===== config.mk =====
export PLATFORM = sky130hd
export DESIGN_NAME = ex_mem_flag_stage_flat
export DESIGN_NICKNAME = d
export VERILOG_FILES = /design/src/rtl/cpu_pkg.sv /design/src/rtl/ex_mem_flag_stage_if.sv /design/src/rtl/ex_mem_flag_stage_flag_reg.sv /design/src/rtl/ex_mem_flag_stage.sv /design/src/flat_wrapper.sv
export SDC_FILE = /design/constraint.sdc
export NUM_CORES = 1
export LEC_CHECK = 0
export CELL_PAD_IN_SITES_DETAIL_PLACEMENT = 0
export CELL_PAD_IN_SITES_GLOBAL_PLACEMENT = 1
export CORE_ASPECT_RATIO = 1.75
export CORE_MARGIN = 2
export CORE_UTILIZATION = 31
export CTS_BUF_LIST = sky130_fd_sc_hd__clkbuf_2
export DETAILED_ROUTE_END_ITERATION = 10
export GPL_TIMING_DRIVEN = 1
export PLACE_DENSITY = 0.91
export SKIP_CTS_REPAIR_TIMING = 1
export SYNTH_ARGS = -nofsm -noshare
export SYNTH_HDL_FRONTEND = slang
export SYNTH_SLANG_ARGS = --single-unit

===== constraint.sdc =====
create_clock -name clk -period 1.5 [get_ports clk]
set_clock_uncertainty 0.05 [all_clocks]
set_input_delay 0.15 -clock clk [delete_from_list [all_inputs] [get_ports clk]]
set_output_delay 0.15 -clock clk [all_outputs]
set_load 0.02 [all_outputs]

===== src/rtl/cpu_pkg.sv =====
// Shared CPU definitions: ISA opcodes, datapath constants, flag bundle and
// the opcode-class helpers used by the flag register and hazard logic.
package cpu_pkg;

  localparam int WIDTH = 16;
  localparam int OPW   = 4;
  localparam int RW    = 4;

  typedef enum logic [3:0] {
    OP_ADD    = 4'h0,
    OP_SUB    = 4'h1,
    OP_XOR    = 4'h2,
    OP_RED    = 4'h3,
    OP_SLL    = 4'h4,
    OP_SRA    = 4'h5,
    OP_ROR    = 4'h6,
    OP_PADDSB = 4'h7,
    OP_LW     = 4'h8,
    OP_SW     = 4'h9,
    OP_LLB    = 4'hA,
    OP_LHB    = 4'hB,
    OP_B      = 4'hC,
    OP_BR     = 4'hD,
    OP_PCS    = 4'hE,
    OP_HLT    = 4'hF
  } opcode_t;

  typedef struct packed {
    logic n;
    logic z;
    logic v;
  } flags_t;

  function automatic logic sets_all_flags(opcode_t op);
    return (op == OP_ADD) || (op == OP_SUB);
  endfunction

  function automatic logic sets_z_only(opcode_t op);
    return (op == OP_XOR) || (op == OP_SLL) || (op == OP_SRA) || (op == OP_ROR);
  endfunction

endpackage


===== src/rtl/ex_mem_flag_stage_if.sv =====
// EX -> MEM pipeline bus: the EX-side instruction fields and the registered
// MEM-side copies. The stage is the slave; whoever feeds EX is the master.
interface ex_mem_flag_stage_if #(
  parameter int WIDTH = cpu_pkg::WIDTH,
  parameter int OPW   = cpu_pkg::OPW,
  parameter int RW    = cpu_pkg::RW
);
  logic             ex_valid;
  logic [OPW-1:0]   ex_opcode;
  logic [WIDTH-1:0] ex_result;
  logic             ex_ovf;
  logic [RW-1:0]    ex_rd;
  logic             ex_wr_en;
  logic             ex_mem_rd;
  logic             ex_mem_wr;
  logic [WIDTH-1:0] ex_store_data;

  logic             mem_valid;
  logic [OPW-1:0]   mem_opcode;
  logic [WIDTH-1:0] mem_result;
  logic [RW-1:0]    mem_rd;
  logic             mem_wr_en;
  logic             mem_mem_rd;
  logic             mem_mem_wr;
  logic [WIDTH-1:0] mem_store_data;

  modport master (
    output ex_valid, ex_opcode, ex_result, ex_ovf, ex_rd,
           ex_wr_en, ex_mem_rd, ex_mem_wr, ex_store_data,
    input  mem_valid, mem_opcode, mem_result, mem_rd,
           mem_wr_en, mem_mem_rd, mem_mem_wr, mem_store_data
  );

  modport slave (
    input  ex_valid, ex_opcode, ex_result, ex_ovf, ex_rd,
           ex_wr_en, ex_mem_rd, ex_mem_wr, ex_store_data,
    output mem_valid, mem_opcode, mem_result, mem_rd,
           mem_wr_en, mem_mem_rd, mem_mem_wr, mem_store_data
  );
endinterface


===== src/rtl/ex_mem_flag_stage_flag_reg.sv =====
// Architectural N/Z/V flag register. Each flag has its own write mask taken
// from the opcode class, so Z-only ops leave N and V untouched.
module flag_reg #(
  parameter int WIDTH = cpu_pkg::WIDTH
) (
  input  logic              clk,
  input  logic              rst,
  input  logic              en,
  input  cpu_pkg::opcode_t  op,
  input  logic [WIDTH-1:0]  result,
  input  logic              ovf,
  output cpu_pkg::flags_t   flags
);

  logic we_nv;
  logic we_z;

  assign we_nv = cpu_pkg::sets_all_flags(op);
  assign we_z  = we_nv | cpu_pkg::sets_z_only(op);

  // NOTE: state is written with <= so every flop samples pre-edge values;
  // blocking assignments here would create order-dependent races.
  always_ff @(posedge clk or posedge rst) begin
    if (rst) begin
      flags <= '0;
    end else if (en) begin
      if (we_nv) begin
        flags.n <= result[WIDTH-1];
        flags.v <= ovf;
      end
      if (we_z) begin
        flags.z <= (result == '0);
      end
    end
  end

endmodule


===== src/rtl/ex_mem_flag_stage.sv =====
// EX/MEM pipeline register with flag ownership, stall/flush handling and
// sticky halt detection. Flush beats stall; halt blocks all later accepts.
module ex_mem_flag_stage #(
  parameter int WIDTH = cpu_pkg::WIDTH,
  parameter int OPW   = cpu_pkg::OPW,
  parameter int RW    = cpu_pkg::RW
) (
  input  logic                clk,
  input  logic                rst,
  input  logic                stall,
  input  logic                flush,
  ex_mem_flag_stage_if.slave  bus,
  output logic                flag_n,
  output logic                flag_z,
  output logic                flag_v,
  output logic                halted
);

  cpu_pkg::opcode_t op;
  cpu_pkg::flags_t  flags;
  logic             acc;
  logic             is_hlt;

  assign op     = cpu_pkg::opcode_t'(bus.ex_opcode);
  assign is_hlt = (op == cpu_pkg::OP_HLT);
  assign acc    = bus.ex_valid & ~stall & ~flush & ~halted;

  flag_reg #(.WIDTH(WIDTH)) u_flag_reg (
    .clk    (clk),
    .rst    (rst),
    .en     (acc),
    .op     (op),
    .result (bus.ex_result),
    .ovf    (bus.ex_ovf),
    .flags  (flags)
  );

  assign flag_n = flags.n;
  assign flag_z = flags.z;
  assign flag_v = flags.v;

  // NOTE: reset is asynchronous, so it sits in the sensitivity list and
  // clears every register immediately, independent of the clock.
  always_ff @(posedge clk or posedge rst) begin
    if (rst) begin
      bus.mem_valid      <= 1'b0;
      bus.mem_opcode     <= '0;
      bus.mem_result     <= '0;
      bus.mem_rd         <= '0;
      bus.mem_wr_en      <= 1'b0;
      bus.mem_mem_rd     <= 1'b0;
      bus.mem_mem_wr     <= 1'b0;
      bus.mem_store_data <= '0;
      halted             <= 1'b0;
    end else if (flush) begin
      bus.mem_valid      <= 1'b0;
      bus.mem_opcode     <= '0;
      bus.mem_result     <= '0;
      bus.mem_rd         <= '0;
      bus.mem_wr_en      <= 1'b0;
      bus.mem_mem_rd     <= 1'b0;
      bus.mem_mem_wr     <= 1'b0;
      bus.mem_store_data <= '0;
    end else if (!stall) begin
      // Data fields pass straight through; only the controls carry acc.
      bus.mem_valid      <= acc;
      bus.mem_opcode     <= bus.ex_opcode;
      bus.mem_result     <= bus.ex_result;
      bus.mem_rd         <= bus.ex_rd;
      bus.mem_wr_en      <= acc & bus.ex_wr_en & ~is_hlt;
      bus.mem_mem_rd     <= acc & bus.ex_mem_rd;
      bus.mem_mem_wr     <= acc & bus.ex_mem_wr;
      bus.mem_store_data <= bus.ex_store_data;
      if (acc && is_hlt) begin
        halted <= 1'b1;
      end
    end
  end

endmodule


===== src/flat_wrapper.sv =====
// flat-port wrapper written by rule: the top's interface ports become plain ports
module ex_mem_flag_stage_flat 
#(
  parameter int WIDTH = cpu_pkg::WIDTH,
  parameter int OPW   = cpu_pkg::OPW,
  parameter int RW    = cpu_pkg::RW
)
  (clk, rst, stall, flush, flag_n, flag_z, flag_v, halted, bus_ex_valid, bus_ex_opcode, bus_ex_result, bus_ex_ovf, bus_ex_rd, bus_ex_wr_en, bus_ex_mem_rd, bus_ex_mem_wr, bus_ex_store_data, bus_mem_valid, bus_mem_opcode, bus_mem_result, bus_mem_rd, bus_mem_wr_en, bus_mem_mem_rd, bus_mem_mem_wr, bus_mem_store_data);
  ex_mem_flag_stage_if #(.WIDTH(WIDTH), .OPW(OPW), .RW(RW)) bus_i ();
  input  logic clk;
  input  logic rst;
  input  logic stall;
  input  logic flush;
  output logic flag_n;
  output logic flag_z;
  output logic flag_v;
  output logic halted;
  input wire logic [$bits(bus_i.ex_valid)-1:0] bus_ex_valid;
  input wire logic [$bits(bus_i.ex_opcode)-1:0] bus_ex_opcode;
  input wire logic [$bits(bus_i.ex_result)-1:0] bus_ex_result;
  input wire logic [$bits(bus_i.ex_ovf)-1:0] bus_ex_ovf;
  input wire logic [$bits(bus_i.ex_rd)-1:0] bus_ex_rd;
  input wire logic [$bits(bus_i.ex_wr_en)-1:0] bus_ex_wr_en;
  input wire logic [$bits(bus_i.ex_mem_rd)-1:0] bus_ex_mem_rd;
  input wire logic [$bits(bus_i.ex_mem_wr)-1:0] bus_ex_mem_wr;
  input wire logic [$bits(bus_i.ex_store_data)-1:0] bus_ex_store_data;
  output wire logic [$bits(bus_i.mem_valid)-1:0] bus_mem_valid;
  output wire logic [$bits(bus_i.mem_opcode)-1:0] bus_mem_opcode;
  output wire logic [$bits(bus_i.mem_result)-1:0] bus_mem_result;
  output wire logic [$bits(bus_i.mem_rd)-1:0] bus_mem_rd;
  output wire logic [$bits(bus_i.mem_wr_en)-1:0] bus_mem_wr_en;
  output wire logic [$bits(bus_i.mem_mem_rd)-1:0] bus_mem_mem_rd;
  output wire logic [$bits(bus_i.mem_mem_wr)-1:0] bus_mem_mem_wr;
  output wire logic [$bits(bus_i.mem_store_data)-1:0] bus_mem_store_data;
  assign bus_i.ex_valid = bus_ex_valid;
  assign bus_i.ex_opcode = bus_ex_opcode;
  assign bus_i.ex_result = bus_ex_result;
  assign bus_i.ex_ovf = bus_ex_ovf;
  assign bus_i.ex_rd = bus_ex_rd;
  assign bus_i.ex_wr_en = bus_ex_wr_en;
  assign bus_i.ex_mem_rd = bus_ex_mem_rd;
  assign bus_i.ex_mem_wr = bus_ex_mem_wr;
  assign bus_i.ex_store_data = bus_ex_store_data;
  assign bus_mem_valid = bus_i.mem_valid;
  assign bus_mem_opcode = bus_i.mem_opcode;
  assign bus_mem_result = bus_i.mem_result;
  assign bus_mem_rd = bus_i.mem_rd;
  assign bus_mem_wr_en = bus_i.mem_wr_en;
  assign bus_mem_mem_rd = bus_i.mem_mem_rd;
  assign bus_mem_mem_wr = bus_i.mem_mem_wr;
  assign bus_mem_store_data = bus_i.mem_store_data;
  ex_mem_flag_stage #(.WIDTH(WIDTH), .OPW(OPW), .RW(RW)) u_core (.clk(clk), .rst(rst), .stall(stall), .flush(flush), .bus(bus_i), .flag_n(flag_n), .flag_z(flag_z), .flag_v(flag_v), .halted(halted));
endmodule

==> flow_metrics.tcl <==
set metrics [dict create \
    hold_depth 4 \
    yosysWarnings 0 \
    grt_max_degree 49 \
    vias 1622 \
    hold_violations 0 \
    finish.instance_area_um2 3300 \
    synth_edf_count 0 \
    critPathArrivalTime_ns 1.74 \
    synthToLayoutAreaGrowth_pct 66.5 \
    mostFrequentLayoutCell "dlymetal6s2s_1" \
    core_um2 6180 \
    die_w_um 64.4 \
    worstPathCellList "buf_6 -> nor4b_4 -> nand2_2 -> mux2_4" \
    ant_nets 0 \
    syn-num-nets 211 \
    ys_seq_elements 48 \
    worst_slew_pin_slew_ns 0.387 \
    initial_core_util_pct 32.0 \
    fmaxAchievable_ghz 0.693 \
    p_leak_nw 2.23 \
    avgSynthCellArea_um2 12.2 \
    hpwl_mm 3.82 \
    vias_per_cell 4.65 \
    syn_area_um2 1980 \
    clock_sinks 48 \
    timing.final.crit_share_pct 96.2 \
    vdd_drop_max_mv 0.569 \
    drv_cap 0 \
    gp_congestion 0.688 \
    clock_path_buffers 2 \
    postPlaceCellArea_um2 3080 \
    synth_seq_area_share_pct 60.6 \
    numPortBuffers 96 \
    seqCellArea_um2 1200 \
    yosys.area_share.simple_pct 12.1 \
    synth_compound_area_share_pct 2.40 \
    layout-drive-gt1-share_pct 10.4 \
    chipHeight_um 110 \
    crit_path_end_kind "flop" \
    path_clk_slew_ns 0.25 \
    critical_path_class "reg2reg" \
    maxSlewViolCount 0 \
    grt_pass1_wl_mm 7.99 \
    grt-ovfl-total 0 \
    synth_top_family_by_area "multiplexers" \
    ioPinCount 97 \
    setup-violations-final 0 \
    hp-class "in2reg" \
    fill_cells 562 \
    synthXorXnorAreaFrac_pct 0 \
    power.density_nw_per_um2 849 \
    utilization_pct 53.3 \
    numCtsBuffers 5 \
    fin_crit_ns 1.44 \
    die-area_um2 7070 \
    drt_iter0_markers 88 \
    crit_required_ns 1.80 \
    synthMuxAreaShare_pct 21.9 \
    grt_usage_pct 14.9 \
    dr.pass1.iters 4 \
    nets 317 \
    ys.flop_type "dfrtp_1" \
    async_flop_share_pct 100 \
    wl_mm 5.24 \
    layout_common_cells "dlymetal6s2s_1 (48), dfrtp_1 (47), clkdlybuf4s50_1 (46)" \
    synth_cell_types 20 \
    critical_path.max_fanout 3 \
    cp-start-kind "flop" \
    clk_latency_ns 0.44 \
    outcome "complete, no violations" \
    rsz0062_at_grt "true" \
    synth_fa_ha_area_share_pct 0 \
    route.detailed.drc 0 \
    timing.slew.headroom_pct 74.2 \
    syn-instance-count 162 \
    cts_max_level 2 \
    antenna_found_initial 0 \
    cts_tree "yes" \
    antenna_cells 0 \
    row_count 38 \
    cts_root_buf "clkbuf_2" \
    slowest_delay_ns 0.48 \
    reg2regPathDepth 4 \
    first_global_vias 1609 \
    wl_per_cell_um 15.0 \
    crit_slowest_cell "dfrtp_2" \
    multi_input_area_um2 727 \
]
[registers in the layout (all words and copies together), names as in the netlist]
name	flops
u_core.bus.mem_mem_rd	1
u_core.bus.mem_mem_wr	1
u_core.bus.mem_opcode	4
u_core.bus.mem_rd	4
u_core.bus.mem_result	16
u_core.bus.mem_store_data	16
u_core.bus.mem_valid	1
u_core.bus.mem_wr_en	1
u_core.halted	1
u_core.u_flag_reg.flags	3
[critical path, delay by kind of cell, from the launching register on]
| kind | cells | cell delay, ns |
|---|---|---|
| buf+inv | 1 | 0.12 |
| flops | 1 | 0.48 |
| simple gates | 2 | 0.39 |
| mux | 1 | 0.31 |
[worst paths after layout]
kind / from / slack (ns) / endpoint
max reg2reg: u_core.halted / 0.06 / u_core.u_flag_reg.flags[2]
min: flush / 0.04 / u_core.u_flag_reg.flags[0]
max: u_core.halted / 0.06 / u_core.u_flag_reg.flags[2]
min reg2reg: u_core.bus.mem_wr_en / 0.49 / u_core.bus.mem_wr_en
max in group asynchronous: rst / 0.62 / u_core.bus.mem_result[2]
min in group asynchronous: rst / 0.56 / u_core.bus.mem_store_data[6]
[cells by family after synthesis]
logic type             count (synthesis)
buffers and inverters                 12
multiplexers                          43
AO/OA/AOI/OAI                          6
AND/OR/NAND/NOR                       53
flip-flops                            48
[layer usage]
metal	track usage (%)	share of wire (%)
met1	16.7	36
met5	0	0
met3	3.38	5.2
met2	26.8	57
met4	6.23	2.0
[area by class of cell]
| class | instances | area share, % |
|---|---|---|
| clock inverter | 3 | 1.44 |
| sequential | 48 | 36.5 |
| inverter | 2 | 0.228 |
| timing repair buffer | 109 | 36.0 |
| clock buffer | 5 | 0.759 |
| tap | 80 | 3.04 |
| multi-input combinational | 102 | 22.0 |
[metrics by stage]
stage               TNS, ns  total power (W)  setup WS (ns)  hold slack (ns)  instances
detailed placement  -0.0263          0.00211        -0.0263            0.441        339
floorplan                 0          0.00174         0.0486            0.232        162
global route        -0.0902          0.00297        -0.0352          0.00525        349
finish                    0          0.00280         0.0576           0.0442        349
global placement          0          0.00210        0.00291            0.428        339
CTS                   -9.44          0.00284         -0.281          -0.0411        347
[report_power, final]
| part | switching (W) | internal [W] | leakage [nW] | total, W |
|---|---|---|---|---|
| Sequential | 0.0000456 | 0.00138 | 0.636 | 0.00143 |
| Combinational | 0.000307 | 0.000347 | 1.56 | 0.000654 |
| Clock | 0.000432 | 0.000288 | 0.0431 | 0.000720 |
| Total | 0.000784 | 0.00202 | 2.23 | 0.00280 |
[Yosys cell counts (2+ instances only)]
master | n | area share [%]
nor4_1 | 4 | 1.3
mux2_1 | 2 | 1.1
a22o_1 | 2 | 0.88
nand2_1 | 2 | 0.38
nor2_1 | 41 | 7.8
mux2i_1 | 41 | 21
nand4_1 | 2 | 0.63
clkbuf_1 | 4 | 0.76
buf_2 | 5 | 1.3
inv_1 | 2 | 0.38
dfrtp_1 | 48 | 61
(Power assumes the default switching activity.)
